==> config.mk <==
export PLATFORM = sky130hd
export DESIGN_NAME = conv_window_fetch
export DESIGN_NICKNAME = d
export VERILOG_FILES = /design/src/rtl/conv_window_fetch.sv
export SDC_FILE = /design/constraint.sdc
export NUM_CORES = 1
export LEC_CHECK = 0
export ABC_AREA = 1
export BUFFER_PORTS_ARGS = -buffer_cell sky130_fd_sc_hd__buf_2
export CAP_MARGIN = 20
export CORE_MARGIN = 2
export CORE_UTILIZATION = 30
export DETAILED_ROUTE_END_ITERATION = 12
export PLACE_DENSITY = 0.61
export SETUP_SLACK_MARGIN = 0.5
export SLEW_MARGIN = 20
export SYNTH_ARGS = -nofsm -noshare
export SYNTH_HDL_FRONTEND = slang
export SYNTH_SLANG_ARGS = --single-unit
==> constraint.sdc <==
create_clock -name clk -period 3.45 [get_ports clk]
set_input_delay 0.345 -clock clk [delete_from_list [all_inputs] [get_ports clk]]
set_output_delay 0.345 -clock clk [all_outputs]
set_load 0.01 [all_outputs]
==> src/rtl/conv_window_fetch.sv <==
// rtl/conv_window_fetch.sv - fetches successive KxK windows of a feature map into the PE window buffer
module conv_window_fetch #(
    parameter int DATA_W = 8,
    parameter int IMG_W  = 8,
    parameter int IMG_H  = 8,
    parameter int K      = 3,
    parameter int ADDR_W = 6
) (
    input  logic                     clk,
    input  logic                     rst,
    input  logic                     start,
    output logic                     mem_rd,
    output logic [ADDR_W-1:0]        mem_addr,
    input  logic [DATA_W-1:0]        mem_data,
    output logic                     win_we,
    output logic [$clog2(K*K)-1:0]   win_idx,
    output logic [DATA_W-1:0]        win_data,
    output logic                     busy,
    output logic                     done,
    output logic                     last_win
);
    localparam int IDX_W = $clog2(K*K);
    localparam int KW    = (K > 1) ? $clog2(K) : 1;
    localparam int RW    = (IMG_H > 1) ? $clog2(IMG_H) : 1;
    localparam int CW    = (IMG_W > 1) ? $clog2(IMG_W) : 1;

    localparam logic [KW-1:0] K_LAST   = KW'(K - 1);
    localparam logic [RW-1:0] ROW_LAST = RW'(IMG_H - K);
    localparam logic [CW-1:0] COL_LAST = CW'(IMG_W - K);

    typedef enum logic [1:0] {S_IDLE, S_READ, S_DRAIN, S_DONE} state_t;

    state_t             state_q, state_d;
    logic [RW-1:0]      row_q, row_d;
    logic [CW-1:0]      col_q, col_d;
    logic [KW-1:0]      i_q, i_d;
    logic [KW-1:0]      j_q, j_d;
    logic               win_we_q, win_we_d;
    logic [IDX_W-1:0]   win_idx_q, win_idx_d;

    logic               rd_c;
    logic               done_c;
    logic               last_c;
    logic [ADDR_W-1:0]  addr_c;
    logic [IDX_W-1:0]   idx_c;

    assign addr_c = (ADDR_W'(row_q) + ADDR_W'(i_q)) * ADDR_W'(IMG_W)
                  + ADDR_W'(col_q) + ADDR_W'(j_q);
    assign idx_c  = IDX_W'(i_q) * IDX_W'(K) + IDX_W'(j_q);

    always_comb begin
        state_d = state_q;
        row_d   = row_q;
        col_d   = col_q;
        i_d     = i_q;
        j_d     = j_q;
        rd_c    = 1'b0;
        done_c  = 1'b0;
        last_c  = 1'b0;
        case (state_q)
            S_IDLE: begin
                if (start) begin
                    state_d = S_READ;
                end
            end
            S_READ: begin
                rd_c = 1'b1;
                if (j_q == K_LAST) begin
                    j_d = '0;
                    if (i_q == K_LAST) begin
                        i_d     = '0;
                        state_d = S_DRAIN;
                    end else begin
                        i_d = i_q + 1'b1;
                    end
                end else begin
                    j_d = j_q + 1'b1;
                end
            end
            S_DRAIN: begin
                state_d = S_DONE;
            end
            S_DONE: begin
                done_c  = 1'b1;
                state_d = S_IDLE;
                // Raster order over window origins; the last origin wraps to the top-left.
                if (col_q != COL_LAST) begin
                    col_d = col_q + 1'b1;
                end else if (row_q != ROW_LAST) begin
                    col_d = '0;
                    row_d = row_q + 1'b1;
                end else begin
                    last_c = 1'b1;
                    col_d  = '0;
                    row_d  = '0;
                end
            end
            default: begin
                state_d = S_IDLE;
            end
        endcase
        win_we_d  = rd_c;
        win_idx_d = rd_c ? idx_c : '0;
    end

    always_ff @(posedge clk) begin
        if (rst) begin
            state_q   <= S_IDLE;
            row_q     <= '0;
            col_q     <= '0;
            i_q       <= '0;
            j_q       <= '0;
            win_we_q  <= 1'b0;
            win_idx_q <= '0;
        end else begin
            state_q   <= state_d;
            row_q     <= row_d;
            col_q     <= col_d;
            i_q       <= i_d;
            j_q       <= j_d;
            win_we_q  <= win_we_d;
            win_idx_q <= win_idx_d;
        end
    end

    assign mem_rd   = rd_c;
    assign mem_addr = rd_c ? addr_c : '0;
    assign win_we   = win_we_q;
    assign win_idx  = win_idx_q;
    assign win_data = mem_data;
    assign busy     = (state_q != S_IDLE);
    assign done     = done_c;
    assign last_win = last_c;
endmodule

### Yosys cells after proc, flatten, opt, wreduce, memory -nomap -nowiden

Cells that the tools add are included.

| cells by class | value |
|---|---|
| bitwise logic cells | 2 |
| $mul | 1 |
| reductions and logical operators | 6 |
| add/sub/neg operators | 8 |
| multiplexer cells | 14 |
| equal/unequal tests | 10 |

Operators with widths:

| kind | number |
|---|---|
| 2-to-1 mux 2 bit | 5 |
| == test 2 bit, second input constant | 4 |
| case mux 2 bit (4 select lines) | 1 |
| adder 3 x 1 -> 3 bit, second input constant | 2 |
| adder 6 x 2 -> 6 bit | 1 |
| adder 6 x 3 -> 6 bit | 1 |
| 2-to-1 mux 3 bit | 2 |
| 2-to-1 mux 6 bit | 1 |
| != test 2 bit, second input constant | 3 |
| != test 3 bit, second input constant | 2 |
| 2-to-1 mux 1 bit | 5 |
| adder 2 x 1 -> 2 bit, second input constant | 2 |
| adder 4 x 2 -> 4 bit | 1 |
| multiplier 2 x 2 -> 4 bit, second input constant | 1 |
| AND reduction 2 bit | 2 |
| adder 3 x 2 -> 3 bit | 1 |
| AND reduction 3 bit | 1 |
| == test 2 x 1 -> 1 bit, second input constant | 1 |
| zero test 2 bit | 1 |
| NOT 1 bit | 2 |
| nonzero test 2 bit | 1 |
| OR reduction 2 bit | 1 |

| storage, ports and cells | value |
|---|---|
| bits in registers | 17 |
| input port bits | 11 |
| logic and storage cells | 48 |

### Logic depth before layout (Yosys ltp)

| depth | value |
|---|---|
| depth in word-level cells | 4 |
| depth in mapped cells | 9 |

### Worst setup path before layout

Ideal clock, no wire load.

| timing | value |
|---|---|
| path kind | reg-to-output |
| from | register i_q[0] |
| to | output port mem_addr[5] |
| arrival | 1,465 ps |
| stages on the path, launching flop included | 7 |
| data required time | 3,105 ps |
| setup slack | 1,640 ps |
| cell sequence | dfxtp_1 -> ha_1 -> inv_1 -> fa_1 -> nor2_1 -> a21oi_1 -> nor2_1 |

| on the way | value |
|---|---|
| word-level cells in the longest chain between the ends | 4 |

RTL lines:

| what | line | RTL |
|---|---|---|
| from (decl) | 36 | `logic [KW-1:0] i_q, i_d;` |
| from (signal assigned) | 119 | `i_q <= i_d;` |
| adder 3 x 2 -> 3 bit | 47 | `assign addr_c = (ADDR_W'(row_q) + ADDR_W'(i_q)) * ADDR_W'(IMG_W)` |
| adder 6 x 3 -> 6 bit | 48 | `+ ADDR_W'(col_q) + ADDR_W'(j_q);` |
| adder 6 x 2 -> 6 bit | 48 |  |
| 2-to-1 mux 6 bit | 127 | `assign mem_addr = rd_c ? addr_c : '0;` |
| to (decl) | 13 | `output logic [ADDR_W-1:0] mem_addr,` |

No other way between the ends.

### Worst setup path in the final report

| timing | value |
|---|---|
| from | register i_q[0] |
| to | output port mem_addr[4] |

Same word-level chain as after synthesis.

==> summary.txt <==
Outcome
  – Outcome: complete, no violations

Power
  – Power Total: 667.5 uW
  – VDD IR max: 0.2488 mV
  – Pwr dens: 545.5 mW/mm2
  – Static leakage: 0.0005926 uW

Cells and area
  – Number of fill cells in the layout: 400
  – Core utilization of the finished layout: 0.3393
  – Synth-to-layout area growth: 9.641%
  – Layout cells sized above 1: 0.1699
  – Sequential Area: 340.3 um2
  – Final non-filler cell total: 201
  – Post-route cell area: 0.001224 mm2
  – Multi-input gate area in the final layout: 590.6 um2
  – Fin nets: 182
  – Diode count: 0

Synth
  – Dominant synthesized flop cell: dfxtp_1
  – Commonest cells post-synth: inv_1 (26), nand2_1 (18), dfxtp_1 (17), nor2_1 (15)
  – Synth Register Bits: 17
  – Compound-Gate Fraction of Synth Area: 0.1076
  – XOR/XNOR share of the synthesized area: 0.007848
  – Area leader, netlist: dfxtp_1
  – Post-synthesis cell count: 143
  – Async SR Flop Fraction: 0
  – Synth Area in Adders: 0.2175
  – Top-count cell post-synth: inv_1
  – Post-synthesis sequential area ratio: 0.3049
  – Synth top area share: 0.3049
  – Syn Std Cell Area: 0.001116 mm2
  – Number of synthesized flops with an enable pin: 0
  – Top cells by area, synth: dfxtp_1 (30%), ha_1 (15%), inv_1 (8.7%), fa_1 (7.2%), buf_4 (6.1%)
  – Simple-gate share of the synthesized area: 0.1962
  – Post-synthesis mux area share: 0
  – Post-synthesis net count: 171
  – Ys Warns: 0
  – Count of different cell masters after synthesis: 21
  – Synth Area per Inst: 7.805 um2
  – Largest family of logic cells by synthesized area: adder cells

Placed design
  – DP HPWL: 1488 um
  – Placed insts: 197
  – Placed cell area: 0.001177 mm2
  – IO buf count: 17
  – Routability congestion estimate: 0.8018

Timing
  – RSZ-0062 raised after global routing: false
  – Final period utilization: 0.6428
  – Count of final setup violators: 0
  – Max-slew headroom: 0.7470
  – Tmin final: 2218 ps
  – Setup TNS: 0 ps
  – Final Hold Vio Count: 0
  – Skew final: 1.609 ps
  – Worst slew pin tran: 379.5 ps
  – Fmax achieved: 450.9 MHz
  – Slew Limit Fails: 0

Routing
  – Drt total wl: 1956 um
  – Vias/cell: 4.249
  – Post-route DRC violation count: 0
  – Wire per inst: 9.731 um
  – DR pass1 iterations: 6
  – DRT antenna net count: 0
  – 1st-iter DRT viols: 40
  – Via Count: 854

GRT
  – Vias in the first global route: 857
  – Maximum number of pins on one net before global-route repair: 11
  – Initial antenna violation count: 0
  – GR Overflow Total: 0
  – Total GRT Usage: 0.1108
  – First-pass GRT wire length: 3588 um

CTS
  – Post-CTS setup buffer count: 0
  – CTS Buf Count: 3
  – H-tree depth: 1
  – Post-CTS sizing: 0
  – Clock buffer depth: 2
  – Hold-fix buffers, CTS: 0
  – TritonCTS clock tree: done
  – Worst skew pair latency: 250 ps
  – Root buffer cell: clkbuf_8
  – # clock sinks: 17
  – CTS clock-pin slew for the worst setup and hold paths: 70 ps

Die
  – Initial core utilization: 0.3095
  – Die X: 65.00 um
  – Die H: 65.00 um
  – CORE AREA: 0.003606 mm2
  – Die area: 0.004224 mm2
  – Ports: 34
  – Rows: 22

Setup path
  – Buf/Inv on CP: 2
  – R2r startpoint: j_q[1]
  – Crit path largest cell delay: 440 ps
  – Worst-path cell chain: ha_1 -> inv_1 -> fa_1 -> nor2_1 -> nand3_1 -> nand2_1 -> nor2_1 -> buf_2
  – CP Depth: 8
  – RR Endpoint: win_idx[2]
  – Flop-to-flop setup slack: 1630 ps
  – Critical-path maximum fanout: 5
  – Crit path to: mem_addr[4]
  – Worst Path Required: 3110 ps
  – CP top delay family: adder cells
  – Crit path top cell by count: nor2_1
  – Worst Path Arrival: 1870 ps
  – Crit end category: output port
  – Critical path class: flop to output port
  – Worst setup SP type: flop
  – Critical-path top delay cell: fa_1
  – R2R depth: 5
  – Beginning of the critical path: i_q[0]

Min path
  – Type of the most critical hold path: input port to flop

Flow run
  – Maxcap violations: 0
[logic make-up (layout without fill, tap and decap cells)]
logic type	after synthesis	count (layout)
simple gates	48	48
buf+inv	38	48
compound gates	22	22
fa+ha+maj	17	17
flops	17	17
xor+xnor	1	1
[worst reg2reg max path, stage by stage, from the launching register on]
cell     delay (ps)
dfxtp_1         480
fa_1            470
ha_1            220
fa_1            470
inv_1            40
nor2_1           80
[worst min-delay path by stage]
stage	from	end	cells after the start
after floorplan	row_q[2]	row_q[2]	2
after global placement	row_q[2]	row_q[2]	2
after detailed placement	row_q[1]	row_q[1]	2
after CTS	rst	row_q[2]	2
after global routing	rst	row_q[2]	2
final	rst	row_q[2]	2
[report_power, final]
| group | switching, uW | internal, uW | leakage, uW |
|---|---|---|---|
| clock network | 68.0 | 80.1 | 0.0000255 |
| registers | 42.6 | 229 | 0.000138 |
| logic | 150 | 97.1 | 0.000429 |
| total | 261 | 407 | 0.000593 |
[cell type report]
class | count | area share
tap | 48 | 0.04908
sequential | 17 | 0.2781
timing repair buffer | 17 | 0.06953
inverter | 27 | 0.08282
multi-input combinational | 88 | 0.4826
clock inverter | 1 | 0.004090
clock buffer | 3 | 0.03374
[per-stage QoR]
step | hold slack (ps) | setup slack (ps)
final | 391.4 | 1232
after global routing | 414.2 | 1040
after CTS | 396.4 | 1204
after detailed placement | 491.3 | 1493
after global placement | 490.1 | 1497
after floorplan | 467.2 | 1640
[sequential cells by signal (all words and copies together), names as in the netlist]
name and cells:
win_idx 4, i_q 2, state_q 2, row_q 3
col_q 3, j_q 2, win_we 1
[layout by cell type (no fill, tap or decap), drive strengths merged]
cell	n
ha	13
clkbuf	3
dfxtp	17
nand3	10
buf	17
nor3	1
clkinv	1
a211oi	4
nand2	19
a21oi	13
nor2	17
o21ai	5
inv	27
xor2	1
or2	1
fa	4
[routing by layer]
metal  up-vias  routed length (um)  track usage
met5         -                   0            0
met3         5                 105      0.02431
li1        453                   -            -
met2        24                 850       0.1740
met4         0                  53      0.06649
met1       372                 947       0.1380
Note: power is estimated with default switching activity, not from simulation.
